File: config.mk
export PLATFORM = sky130hd
export DESIGN_NAME = led_grant_arbiter
export DESIGN_NICKNAME = d
export VERILOG_FILES = /design/src/rtl/led_arb_pkg.sv /design/src/rtl/rr_pick.sv /design/src/rtl/led_grant_arbiter.sv
export SDC_FILE = /design/constraint.sdc
export NUM_CORES = 1
export LEC_CHECK = 0
export ABC_CLOCK_PERIOD_IN_PS = 1400
export CAP_MARGIN = 20
export CORE_UTILIZATION = 47
export CTS_BUF_LIST = sky130_fd_sc_hd__clkbuf_4 sky130_fd_sc_hd__clkbuf_8
export DETAILED_ROUTE_END_ITERATION = 10
export PLACE_DENSITY = 0.88
export SLEW_MARGIN = 15
export SYNTH_ARGS = -nofsm -noshare
export SYNTH_HDL_FRONTEND = slang
export SYNTH_SLANG_ARGS = --single-unit
File: constraint.sdc
create_clock -name clk -period 1.4 [get_ports clk]
set_input_delay 0.28 -clock clk [delete_from_list [all_inputs] [get_ports clk]]
set_output_delay 0.28 -clock clk [all_outputs]
set_load 0.02 [all_outputs]
File: src/rtl/led_arb_pkg.sv
// Shared definitions for the LED grant arbiter: channel count, select
// width and the arbiter state encoding.
package led_arb_pkg;

    localparam int N_CH  = 4;
    localparam int SEL_W = 2;

    typedef enum logic [1:0] {
        IDLE  = 2'd0,
        GRANT = 2'd1,
        GAP   = 2'd2
    } arb_state_e;

endpackage : led_arb_pkg

File: src/rtl/rr_pick.sv
// Round-robin picker: scans the request vector starting just after the
// last released owner and wrapping 3 -> 0. The first set bit wins. Purely
// combinational, so all 64 req/last combinations can be checked alone.
module rr_pick
    import led_arb_pkg::*;
(
    input  logic [N_CH-1:0]  req,
    input  logic [SEL_W-1:0] last,
    output logic [SEL_W-1:0] win,
    output logic             any
);

    // Walk the channels in priority order; the first requester found is kept.
    always_comb begin
        logic [SEL_W-1:0] idx;
        win = '0;
        any = 1'b0;
        idx = '0;
        for (int i = 0; i < N_CH; i++) begin
            idx = last + SEL_W'(i + 1);
            if (!any && req[idx]) begin
                win = idx;
                any = 1'b1;
            end
        end
    end

endmodule : rr_pick

File: src/rtl/led_grant_arbiter.sv
// Round-robin arbiter sharing the LED decoder between four button
// requesters. Each winner holds the LED for at least HOLD_CYCLES cycles and
// every hand-over passes through one dead GAP cycle. All outputs are flops.
module led_grant_arbiter
    import led_arb_pkg::*;
#(
    parameter int HOLD_CYCLES = 4
) (
    input  logic             clk,
    input  logic             rst_n,
    input  logic [N_CH-1:0]  req,
    output logic [SEL_W-1:0] sel,
    output logic [N_CH-1:0]  gnt,
    output logic             busy
);

    localparam int CNT_W = (HOLD_CYCLES > 1) ? $clog2(HOLD_CYCLES) : 1;
    localparam logic [CNT_W-1:0] CNT_MAX = CNT_W'(HOLD_CYCLES - 1);

    arb_state_e       state_q, state_d;
    logic [SEL_W-1:0] last_q, last_d;
    logic [CNT_W-1:0] cnt_q, cnt_d;
    logic [SEL_W-1:0] sel_q, sel_d;
    logic [N_CH-1:0]  gnt_q, gnt_d;
    logic             busy_q, busy_d;

    logic [SEL_W-1:0] win;
    logic             any;

    rr_pick u_pick (
        .req  (req),
        .last (last_q),
        .win  (win),
        .any  (any)
    );

    // Next-state logic: arbitrate when idle or in the gap, otherwise count
    // the hold time and release once it has expired and someone wants out.
    always_comb begin
        state_d = state_q;
        last_d  = last_q;
        cnt_d   = cnt_q;
        sel_d   = sel_q;
        gnt_d   = gnt_q;
        busy_d  = busy_q;
        case (state_q)
            IDLE, GAP: begin
                if (any) begin
                    gnt_d   = N_CH'(1) << win;
                    sel_d   = win;
                    cnt_d   = '0;
                    busy_d  = 1'b1;
                    state_d = GRANT;
                end else begin
                    gnt_d   = '0;
                    busy_d  = 1'b0;
                    state_d = IDLE;
                end
            end
            GRANT: begin
                if (cnt_q != CNT_MAX) begin
                    cnt_d = cnt_q + 1'b1;
                end else if (!req[sel_q] || ((req & ~gnt_q) != '0)) begin
                    gnt_d   = '0;
                    busy_d  = 1'b0;
                    last_d  = sel_q;
                    state_d = GAP;
                end
            end
            default: begin
                gnt_d   = '0;
                busy_d  = 1'b0;
                state_d = IDLE;
            end
        endcase
    end

    // State register with synchronous active-low reset; last=3 makes the
    // first scan after reset start at channel 0.
    always_ff @(posedge clk) begin
        if (!rst_n) begin
            state_q <= IDLE;
            last_q  <= 2'b11;
            cnt_q   <= '0;
            sel_q   <= '0;
            gnt_q   <= '0;
            busy_q  <= 1'b0;
        end else begin
            state_q <= state_d;
            last_q  <= last_d;
            cnt_q   <= cnt_d;
            sel_q   <= sel_d;
            gnt_q   <= gnt_d;
            busy_q  <= busy_d;
        end
    end

    assign sel  = sel_q;
    assign gnt  = gnt_q;
    assign busy = busy_q;

endmodule : led_grant_arbiter

==> metrics.yaml, run 1 <==
clk_path_buf_depth: 2
vdd_drop_max_v: 0.000705
detail_route.vias_per_cell: 5.95
clkTransAtPathRegs_ns: 0.08
antenna_found_initial: 0
relSlewSlack_pct: 77.2
yosys_warnings: 0
routabilityCongestion: 0.885
num_vias: 714
cts.sinks: 13
synth_top_cell_area_share_pct: 37.2
path_cells: "nor2b_4 > o41ai_2 > and3_4 > buf_6 > nand2b_4 > a21o_1"
cap_viol_max_count: 0
utilization_pct: 74.8
clkLatencyLatePin_ns: 0.28
post-route-period-util_pct: 102
fin_skew_ns: 0.00397
postSynthAreaPerCell_um2: 8.85
rsz0062_at_grt: "true"
synth_seq_cells: 13
crit_slowest_cell: "dfxtp_2"
syn_to_final_growth_pct: 44.4
cp-start-kind: "register"
core-area_um2: 1350
critPathTopFamily: "compound AO/OA/AOI/OAI gates"
synth_cell_types: 31
grt_pass1_wl_um: 3210
diodes: 0
power_density_nw_per_um2: 882
io_pins: 13
drtIter0Drc: 13
dr.pass1.iters: 4
synth_area_um2: 699
yosys.area.top_type: "dfxtp_1"
crit_buf_inv: 1
outcome: "finished, violations left"
leakage_nw: 0.432
hold_path.class: "reg2reg"
critPathArrivalTime_ns: 1.67
worst_pin_slew_ns: 0.341
fmax_mhz: 698
h-tree-depth: 1
ant_nets: 0
setup_slack_ns: -0.0321
drive_gt1_share_pct: 40.0
hold_viol_final: 0
grt_max_degree: 12
path_class: "reg2reg"
violations: "negative setup slack"
drc: 0
portBuffers: 12
synth.area.top_cells: "dfxtp_1 37%, nor2_1 6.4%, a32oi_1 5.0%"
rows: 13
overflow: 0
cts-buffers-inserted: 3
dieArea_um2: 1650
initial_core_util_pct: 51.8
syn-instance-count: 79
nFillCells: 111
cts_root_buf: "clkbuf_4"
endpoint_kind: "register"
setup_viol: 4
nets: 113
worstPathRequired_ns: 1.63
grt_usage_pct: 30.3
period_minus_slack_ns: 1.43
tritoncts: "yes"
routedWlPerCell_um: 17.1
post_cts_buffers: 0
die_w_um: 40.6
place_ws_ns: -0.513
grt_pass1_vias: 695
fin_setup_tns_ns: -0.0841
drv_slew: 0
ys_seq_area_share_pct: 37.2
die_h_um: 40.6
dpl.hpwl_um: 1390
cpPeakStageDelay_ns: 0.36
path_max_fanout: 5
whs_ns: 0.470
drt-total-wl_um: 2060
syn_nets: 86
sequential cells by signal, summed over array words and instances (netlist names):
| name | cells |
|---|---|
| state_q | 2 |
| cnt_q | 2 |
| last_q | 2 |
| gnt | 4 |
| busy | 1 |
| sel | 2 |
per-stage QoR:
stage	total power [W]	instance area, µm²	instances
6_report	0.000891	1010	120
5_1_grt	0.000923	1010	120
4_1_cts	0.000877	982	120
3_5_place_dp	0.000623	906	115
3_3_place_gp	0.000615	906	115
2_1_floorplan	0.000527	706	79
final timing paths:
path	startpoint	end	slack (ns)	cells after the start
min reg2reg	busy	busy	0.47	2
min	busy	busy	0.47	2
max	gnt[0]	last_q[1]	-0.03	6
max reg2reg	gnt[0]	last_q[1]	-0.03	6
worst reg2reg max path, delay by kind of cell, from the launching register on:
kind,cells,cell delay (ns)
compound gates,2,0.45
simple gates,3,0.44
flops,1,0.36
buf+inv,1,0.13
power breakdown:
group          total [W]  switching (W)  leakage, nW  internal [W]
registers       0.000414      0.0000223        0.109      0.000392
logic           0.000220       0.000116        0.305      0.000104
clock network   0.000257       0.000127       0.0184      0.000130
total           0.000891       0.000265        0.432      0.000625
layer usage:
| layer | up-vias | wire length, µm | track usage, % |
|---|---|---|---|
| met2 | 20 | 1040 | 51.2 |
| met4 | 0 | 53 | 15.8 |
| li1 | 337 | - | - |
| met3 | 8 | 70 | 5.00 |
| met1 | 349 | 893 | 36.1 |
| met5 | - | 0 | 0 |
cells in the mapped netlist, drive strengths merged:
cell,count
a211o,1
nand3,4
clkbuf,2
a21o,3
o21a,2
nand2b,5
nor2,12
a211oi,3
o21ai,3
nor3,1
inv,2
and2,1
ha,1
nand2,3
nor2b,5
mux2i,2
nand3b,2
and3,1
a32oi,4
nor3b,1
o41ai,1
dfxtp,13
a21oi,6
buf,1
layout make-up:
class                   instances  area, µm²  share of cell area, %
repair buffers                 25        214                   21.2
inverters                       2       7.51                  0.743
well taps                      15       18.8                   1.86
multi-input cells              61        470                   46.6
flip-flops and latches         13        269                   26.6
clock buffers                   4       30.0                   2.97
placed cells by master, fill, tap and decap left out, types with 2 or more instances in the layout:
| master | count |
|---|---|
| nor2_1 | 11 |
| buf_4 | 11 |
| dlygate4sd2_1 | 9 |
| dfxtp_1 | 8 |
| nand2b_1 | 4 |
| a21oi_1 | 4 |
| clkbuf_4 | 4 |
| dfxtp_2 | 4 |
| nand3_1 | 3 |
| a21o_1 | 3 |
| inv_1 | 2 |
| nor2b_2 | 2 |
| nor2b_1 | 2 |
| nand3b_1 | 2 |
| o21a_1 | 2 |
| a32oi_2 | 2 |
| a211oi_1 | 2 |
| a32oi_1 | 2 |
| nand2_1 | 2 |
| o21ai_2 | 2 |
| a21oi_2 | 2 |
| buf_6 | 2 |
| clkdlybuf4s15_1 | 2 |
kinds of logic (layout without fill, tap and decap cells):
family	count (synthesis)	count (layout)	share of synthesized area (%)
buffers and inverters	5	31	5.19
adder cells (fa/ha/maj)	1	1	1.79
flip-flops	13	13	37.2
multiplexers	2	2	2.86
AND/OR/NAND/NOR	35	35	28.8
AO/OA/AOI/OAI	23	23	24.1
repair_timing:
action,4_1_cts,5_1_grt
gates cloned,1,0
resized for setup,25,9
hold buffers,0,0
pin swaps,11,7
endpoints found under the setup margin,18,11
Note: power is estimated with default switching activity, not from simulation.
==> run 2: changes to the inputs <==
--- a/config.mk
+++ b/config.mk
@@ -14,4 +14,5 @@
 export SLEW_MARGIN = 15
 export SYNTH_ARGS = -nofsm -noshare
 export SYNTH_HDL_FRONTEND = slang
+export SYNTH_HIERARCHICAL = 1
 export SYNTH_SLANG_ARGS = --single-unit
==> run 2 against run 1 <==
Against the previous run:
- the run now ends clean
- global-route usage shrank 9.6 points
- flip-flop and latch count is the same
- clock skew grew 0.0016 ns
- die area down 3.1%
- critical endpoint unchanged
- highest routed layer unchanged
==> metrics.yaml, run 2 <==
clk_path_buf_depth: 2  # unchanged
crit_slowest_cell: "dfxtp_4"
die_h_um: 40.0  # -1.5%
routedWlPerCell_um: 14.0  # -18%
overflow: 0  # unchanged
r2r_setup_slack_ns: 0.02  # +0.05 ns
place_ws_ns: -0.457  # +0.0561 ns
initial_core_util_pct: 51.4  # -0.43 points
syn-instance-count: 73  # -7.6%
dpl.hpwl_um: 1130  # -19%
min_path_cells: 1  # -1
diodes: 0  # unchanged
critical_path.reg2reg.endpoint: "last_q[1]"
path_max_fanout: 5  # unchanged
path_class: "reg2reg"
synth_area_um2: 677  # -3.2%
grt_usage_pct: 20.7  # -9.6 points
drtIter0Drc: 11  # -2
largest_reg_flops: 4  # unchanged
grt_pass1_wl_um: 2140  # -33%
hold_viol_final: 0  # unchanged
outcome: "completed"
antenna_found_initial: 0  # unchanged
clkLatencyLatePin_ns: 0.28  # about the same
final_cell_mix: "10 x dlygate4sd2_1, 10 x buf_4, 9 x nor2b_1"
post-route-period-util_pct: 98.7  # -3.6 points
dr.pass1.iters: 4  # unchanged
p_total_w: 0.000927  # +4.1%
critPathTopFamily: "compound AO/OA/AOI/OAI gates"
core-area_um2: 1320  # -2.4%
h-tree-depth: 1  # unchanged
setup_slack_ns: 0.0180  # +0.0501 ns
cap_viol_max_count: 0  # unchanged
cts-buffers-inserted: 3  # unchanged
ant_nets: 0  # unchanged
regArea_um2: 269  # unchanged
period_minus_slack_ns: 1.38  # -0.0501 ns
syn_nets: 80  # -7.0%
clkTransAtPathRegs_ns: 0.08  # about the same
drt-total-wl_um: 1580  # -23%
postSynthAreaPerCell_um2: 9.27  # +4.7%
endpoint_kind: "register"
power_density_nw_per_um2: 983  # +11%
routabilityCongestion: 0.780  # -12%
cts_root_buf: "clkbuf_4"
dpl.cell_count: 108  # -6.1%
min_to: "busy"
r2r_cells: 4  # -2
num_vias: 626  # -12%
final_cells: 113  # -5.8%
synth.area.top_cells: "dfxtp_1 38%, nor2b_1 9.2%, mux2i_1 5.9%"
ys_seq_area_share_pct: 38.4  # +1.2 points
multi_input_area_um2: 432  # -8.2%
nets: 106  # -6.2%
dieArea_um2: 1600  # -3.1%
drv_slew: 0  # unchanged
leakage_nw: 0.442  # +2.4%
nFillCells: 110  # -0.90%
cts.sinks: 13  # unchanged
fmax_mhz: 724  # +3.6%
relSlewSlack_pct: 76.9  # -0.29 points
crit_buf_inv: 0  # -1
synth_seq_cells: 13  # unchanged
async_reset_ff_share_pct: 0  # unchanged
worstPathRequired_ns: 1.55  # -0.08 ns
yosys_warnings: 6  # +6
synth_top_cell_area_share_pct: 38.4  # +1.2 points
synth-main-ff-cell: "dfxtp_1"
tritoncts: "yes"
grt_pass1_vias: 528  # -24%
fin_setup_tns_ns: 0  # +0.0841 ns
grt_max_degree: 8  # -4
portBuffers: 12  # unchanged
synth_cell_types: 29  # -6.5%
ys_top_cells_by_count: "13 x dfxtp_1, 10 x nor2b_1, 7 x nand2_1"
cpPeakStageDelay_ns: 0.38  # +0.02 ns
rows: 13  # unchanged
io_pins: 13  # unchanged
cp-start-kind: "register"
utilization_pct: 71.6  # -3.2 points
setup_viol: 0  # -4
yosysMostFrequentCell: "dfxtp_1"
die_w_um: 40.0  # -1.5%
rsz0062_at_grt: "true"
vdd_drop_max_v: 0.000664  # -5.8%
hold_path.class: "reg2reg"
detail_route.vias_per_cell: 5.54  # -6.9%
critPathArrivalTime_ns: 1.54  # -0.13 ns
min-delay-start: "busy"
drc: 0  # unchanged
fin_skew_ns: 0.00559  # +0.00162 ns
r2r-start: "sel[0]"
worst_pin_slew_ns: 0.346  # +0.00467 ns
path_cells: "mux2_4 > o22ai_4 > o21a_1 > o221ai_1"
syn_to_final_growth_pct: 39.4
drive_gt1_share_pct: 30.6  # -9.4 points
synth_edf_count: 0  # unchanged
yosys.area.top_type: "dfxtp_1"
==> run 2: cell types whose count changed in the layout (fill, tap and decap cells not counted), sizes merged, moves of 2 or more <==
| cell | change |
|---|---|
| o21ai | -3 |
| nor2 | -7 |
| a211oi | -3 |
| nand3 | -4 |
| a32oi | -4 |
| nand2 | +4 |
| nand3b | -2 |
| nor2b | +5 |
| mux2 | +2 |
| buf | -3 |
| o221ai | +3 |
| mux2i | +2 |
| a21oi | -3 |
==> run 2: final cells by class <==
type | instances | share of cell area, %
flip-flops and latches | 13 | 28.5
clock buffers | 4 | 3.18
inverters | 3 | 1.19
repair buffers | 22 | 19.4
multi-input cells | 56 | 45.8
well taps | 15 | 1.99
==> run 2: worst max-delay path by stage <==
stage                 endpoint  slack, ns  startpoint  cells past startpoint
floorplan               gnt[1]       0.01      sel[0]                      4
finish               last_q[1]       0.02      sel[0]                      4
global route            gnt[2]      -0.04      gnt[1]                      4
CTS                 state_q[0]       0.01    cnt_q[0]                      5
detailed placement      gnt[2]      -0.46      req[2]                      5
global placement        gnt[3]      -0.41      req[3]                      7
==> run 2: what timing repair did <==
item | in CTS | in global routing
hold buffers | 0 | 0
setup endpoints to repair | 20 | 11
gates resized for setup | 14 | 7
setup buffers | 0 | 1
pin swaps | 4 | 3
==> run 2: per-stage QoR <==
step                      hold slack, ns  instance area, µm²
after detailed placement           0.451                 885
after global routing               0.489                 943
final                              0.469                 943
after CTS                          0.475                 913
after floorplan                    0.492                 682
after global placement             0.453                 885
==> run 2: where the power goes <==
group	switching (W)	total (W)	internal, W
Sequential	0.0000272	0.000431	0.000403
Clock	0.000122	0.000252	0.000130
Combinational	0.000122	0.000245	0.000123
==> run 2: metal layers <==
layer	global-route usage (%)	vias to the layer above	routed length, µm
met3	5.00	2	58
met5	0	-	0
met1	25.3	304	713
met2	34.7	11	788
met4	7.76	0	20
li1	-	309	-
==> run 2: cells by family after synthesis <==
family / count (synthesis) / share of synthesized area, %
compound gates: 16 / 20.5
fa+ha+maj: 1 / 1.85
buf+inv: 4 / 2.22
flops: 13 / 38.4
mux: 6 / 9.24
simple gates: 33 / 27.7
==> run 3: changes to the inputs <==
--- a/config.mk
+++ b/config.mk
@@ -6,7 +6,7 @@
 export NUM_CORES = 1
 export LEC_CHECK = 0
 export ABC_CLOCK_PERIOD_IN_PS = 1400
-export CAP_MARGIN = 20
+export CAP_MARGIN = 10
 export CORE_UTILIZATION = 47
 export CTS_BUF_LIST = sky130_fd_sc_hd__clkbuf_4 sky130_fd_sc_hd__clkbuf_8
 export DETAILED_ROUTE_END_ITERATION = 10
@@ -16,3 +16,4 @@
 export SYNTH_HDL_FRONTEND = slang
 export SYNTH_HIERARCHICAL = 1
 export SYNTH_SLANG_ARGS = --single-unit
+export TNS_END_PERCENT = 1
==> run 3 against run 2 <==
Against the previous run:
- flip-flop and latch count did not move
- global-route usage rose by 0.47 points
- hold slack better by 0.0088 ns
- wire length is 1.4% lower
- fmax up 1.3%
- clock-buffer cell count did not move
- via count fell by 2.4%
- clock power about the same
- cell count is 0.88% lower
- critical path type unchanged
- highest routed layer unchanged
==> metrics.yaml, run 3 (synthesized netlist as in run 2, its figures left out) <==
outcome: "completed"
hold_viol_final: 0  # unchanged
diodes: 0  # unchanged
io_pins: 13  # unchanged
dpl.hpwl_um: 1130  # unchanged
drtIter0Drc: 18  # +7
fin_setup_tns_ns: 0  # unchanged
path_class: "reg2reg"
cts-buffers-inserted: 3  # unchanged
final_common_cell: "dlygate4sd2_1"
overflow: 0  # unchanged
dr.pass1.iters: 4  # unchanged
cp-start-kind: "register"
critPathArrivalTime_ns: 1.60  # +0.06 ns
vdd_drop_max_v: 0.000670  # +0.99%
final_cell_mix: "11 x dlygate4sd2_1, 9 x nor2b_1, 9 x dfxtp_1, 9 x buf_4, 7 x nand2_1"
cts.sinks: 13  # unchanged
core-area_um2: 1320  # unchanged
fmax_mhz: 733  # +1.3%
detail_route.vias_per_cell: 5.46  # -1.5%
drive_gt1_share_pct: 28.9  # -1.7 points
die_h_um: 40.0  # unchanged
hold_path.class: "reg2reg"
tritoncts: "yes"
switchingPower_w: 0.000272  # +0.38%
syn_to_final_growth_pct: 37.3
portBuffers: 12  # unchanged
seq_power_share_pct: 46.4  # about the same
combPwrFrac_pct: 26.2  # -0.2 points
worstPathRequired_ns: 1.63  # +0.08 ns
grt_usage_pct: 21.2  # +0.47 points
cpPeakStageDelay_ns: 0.48  # +0.10 ns
worst_pin_slew_ns: 0.335  # -0.0105 ns
drc: 0  # unchanged
leakage_nw: 0.437  # -1.3%
crit_buf_inv: 0  # unchanged
whs_ns: 0.478  # +0.00881 ns
drt-total-wl_um: 1560  # -1.4%
fin_skew_ns: 0.00711  # +0.00152 ns
r2r-start: "gnt[2]"
routedWlPerCell_um: 13.9  # -0.51%
rows: 13  # unchanged
rsz0062_at_grt: "true"
nets: 105  # -0.94%
largest_reg_flops: 4  # unchanged
routabilityCongestion: 0.780  # unchanged
nFillCells: 116  # +5.5%
power_density_nw_per_um2: 997  # +1.5%
clkLatencyLatePin_ns: 0.28  # about the same
relSlewSlack_pct: 77.6  # +0.70 points
grt_max_degree: 8  # unchanged
post-route-period-util_pct: 97.4  # -1.3 points
p_sw_share_pct: 29.3  # +0.12 points
setup_viol: 0  # unchanged
initial_core_util_pct: 51.4  # unchanged
grt_pass1_vias: 532  # +0.76%
path_cells: "nor2b_1 > o41a_1 > nor3_4 > a22o_1"
dieArea_um2: 1600  # unchanged
cap_viol_max_count: 0  # unchanged
crit_slowest_cell: "o41a_1"
period_minus_slack_ns: 1.36  # -0.0181 ns
pwr-share-clk_pct: 27.4  # +0.3 points
min-delay-start: "busy"
h-tree-depth: 1  # unchanged
clkTransAtPathRegs_ns: 0.08  # about the same
num_vias: 611  # -2.4%
clk_path_buf_depth: 2  # unchanged
cts_root_buf: "clkbuf_4"
endpoint_kind: "register"
die_w_um: 40.0  # unchanged
antenna_found_initial: 0  # unchanged
drv_slew: 0  # unchanged
ant_nets: 0  # unchanged
path_max_fanout: 6  # +1
grt_pass1_wl_um: 2180  # +1.9%
critPathLaunch: "gnt[2]"
p_int_w: 0.000656  # -0.18%
critPathTopFamily: "compound AO/OA/AOI/OAI gates"
-- run 3: changes by cell type in the layout (fill, tap and decap cells not counted), sizes merged --
cell,delta
clkdlybuf4s15,-1
dlygate4sd2,+1
buf,-1
-- run 3: final cells by class --
| type | count | area [µm²] | share of cell area [%] |
|---|---|---|---|
| multi-input cells | 56 | 428 | 46.0 |
| clock buffers | 4 | 30.0 | 3.23 |
| flip-flops and latches | 13 | 268 | 28.8 |
| repair buffers | 21 | 174 | 18.7 |
| inverters | 3 | 11.3 | 1.21 |
| well taps | 15 | 18.8 | 2.02 |
-- run 3: path summary, 6_finish.rpt --
kind	to	slack, ns	cells past startpoint
worst max-delay path	gnt[1]	0.04	4
worst min register to register	busy	0.48	1
worst min-delay path	busy	0.48	1
worst max register to register	gnt[1]	0.04	4
-- run 3: stage by stage --
step / cell area, µm² / instances / setup slack (ns) / power (W) / util (%)
3_5_place_dp: 885 / 108 / -0.457 / 0.000681 / 67.1
3_3_place_gp: 885 / 108 / -0.415 / 0.000673 / 67.1
6_report: 930 / 112 / 0.0362 / 0.000927 / 70.6
2_1_floorplan: 682 / 73 / 0.0122 / 0.000575 / -
4_1_cts: 916 / 112 / 0.0105 / 0.000923 / 69.5
5_1_grt: 930 / 112 / -0.0309 / 0.000971 / 70.6
-- run 3: layer usage --
metal | routed length (µm) | up-vias | global-route usage (%)
li1 | - | 306 | -
met1 | 720 | 286 | 25.3
met2 | 767 | 16 | 36.3
met4 | 24 | 0 | 7.76
met5 | 0 | - | 0
met3 | 46 | 3 | 5.00
-- run 3: what timing repair did --
action,CTS,global route
hold endpoints to repair,0,0
buffers inserted,0,0
hold buffers,0,0
pin swaps,3,5
endpoints found under the setup margin,20,10
gates resized for setup,15,4
-- run 3: power groups by stage --
stage,Clock (W),Combinational (W),Sequential (W)
after floorplan,0,0.000122,0.000453
after global placement,0,0.000237,0.000436
after detailed placement,0,0.000242,0.000438
after CTS,0.000254,0.000239,0.000430
after global routing,0.000271,0.000266,0.000434
final,0.000254,0.000243,0.000430
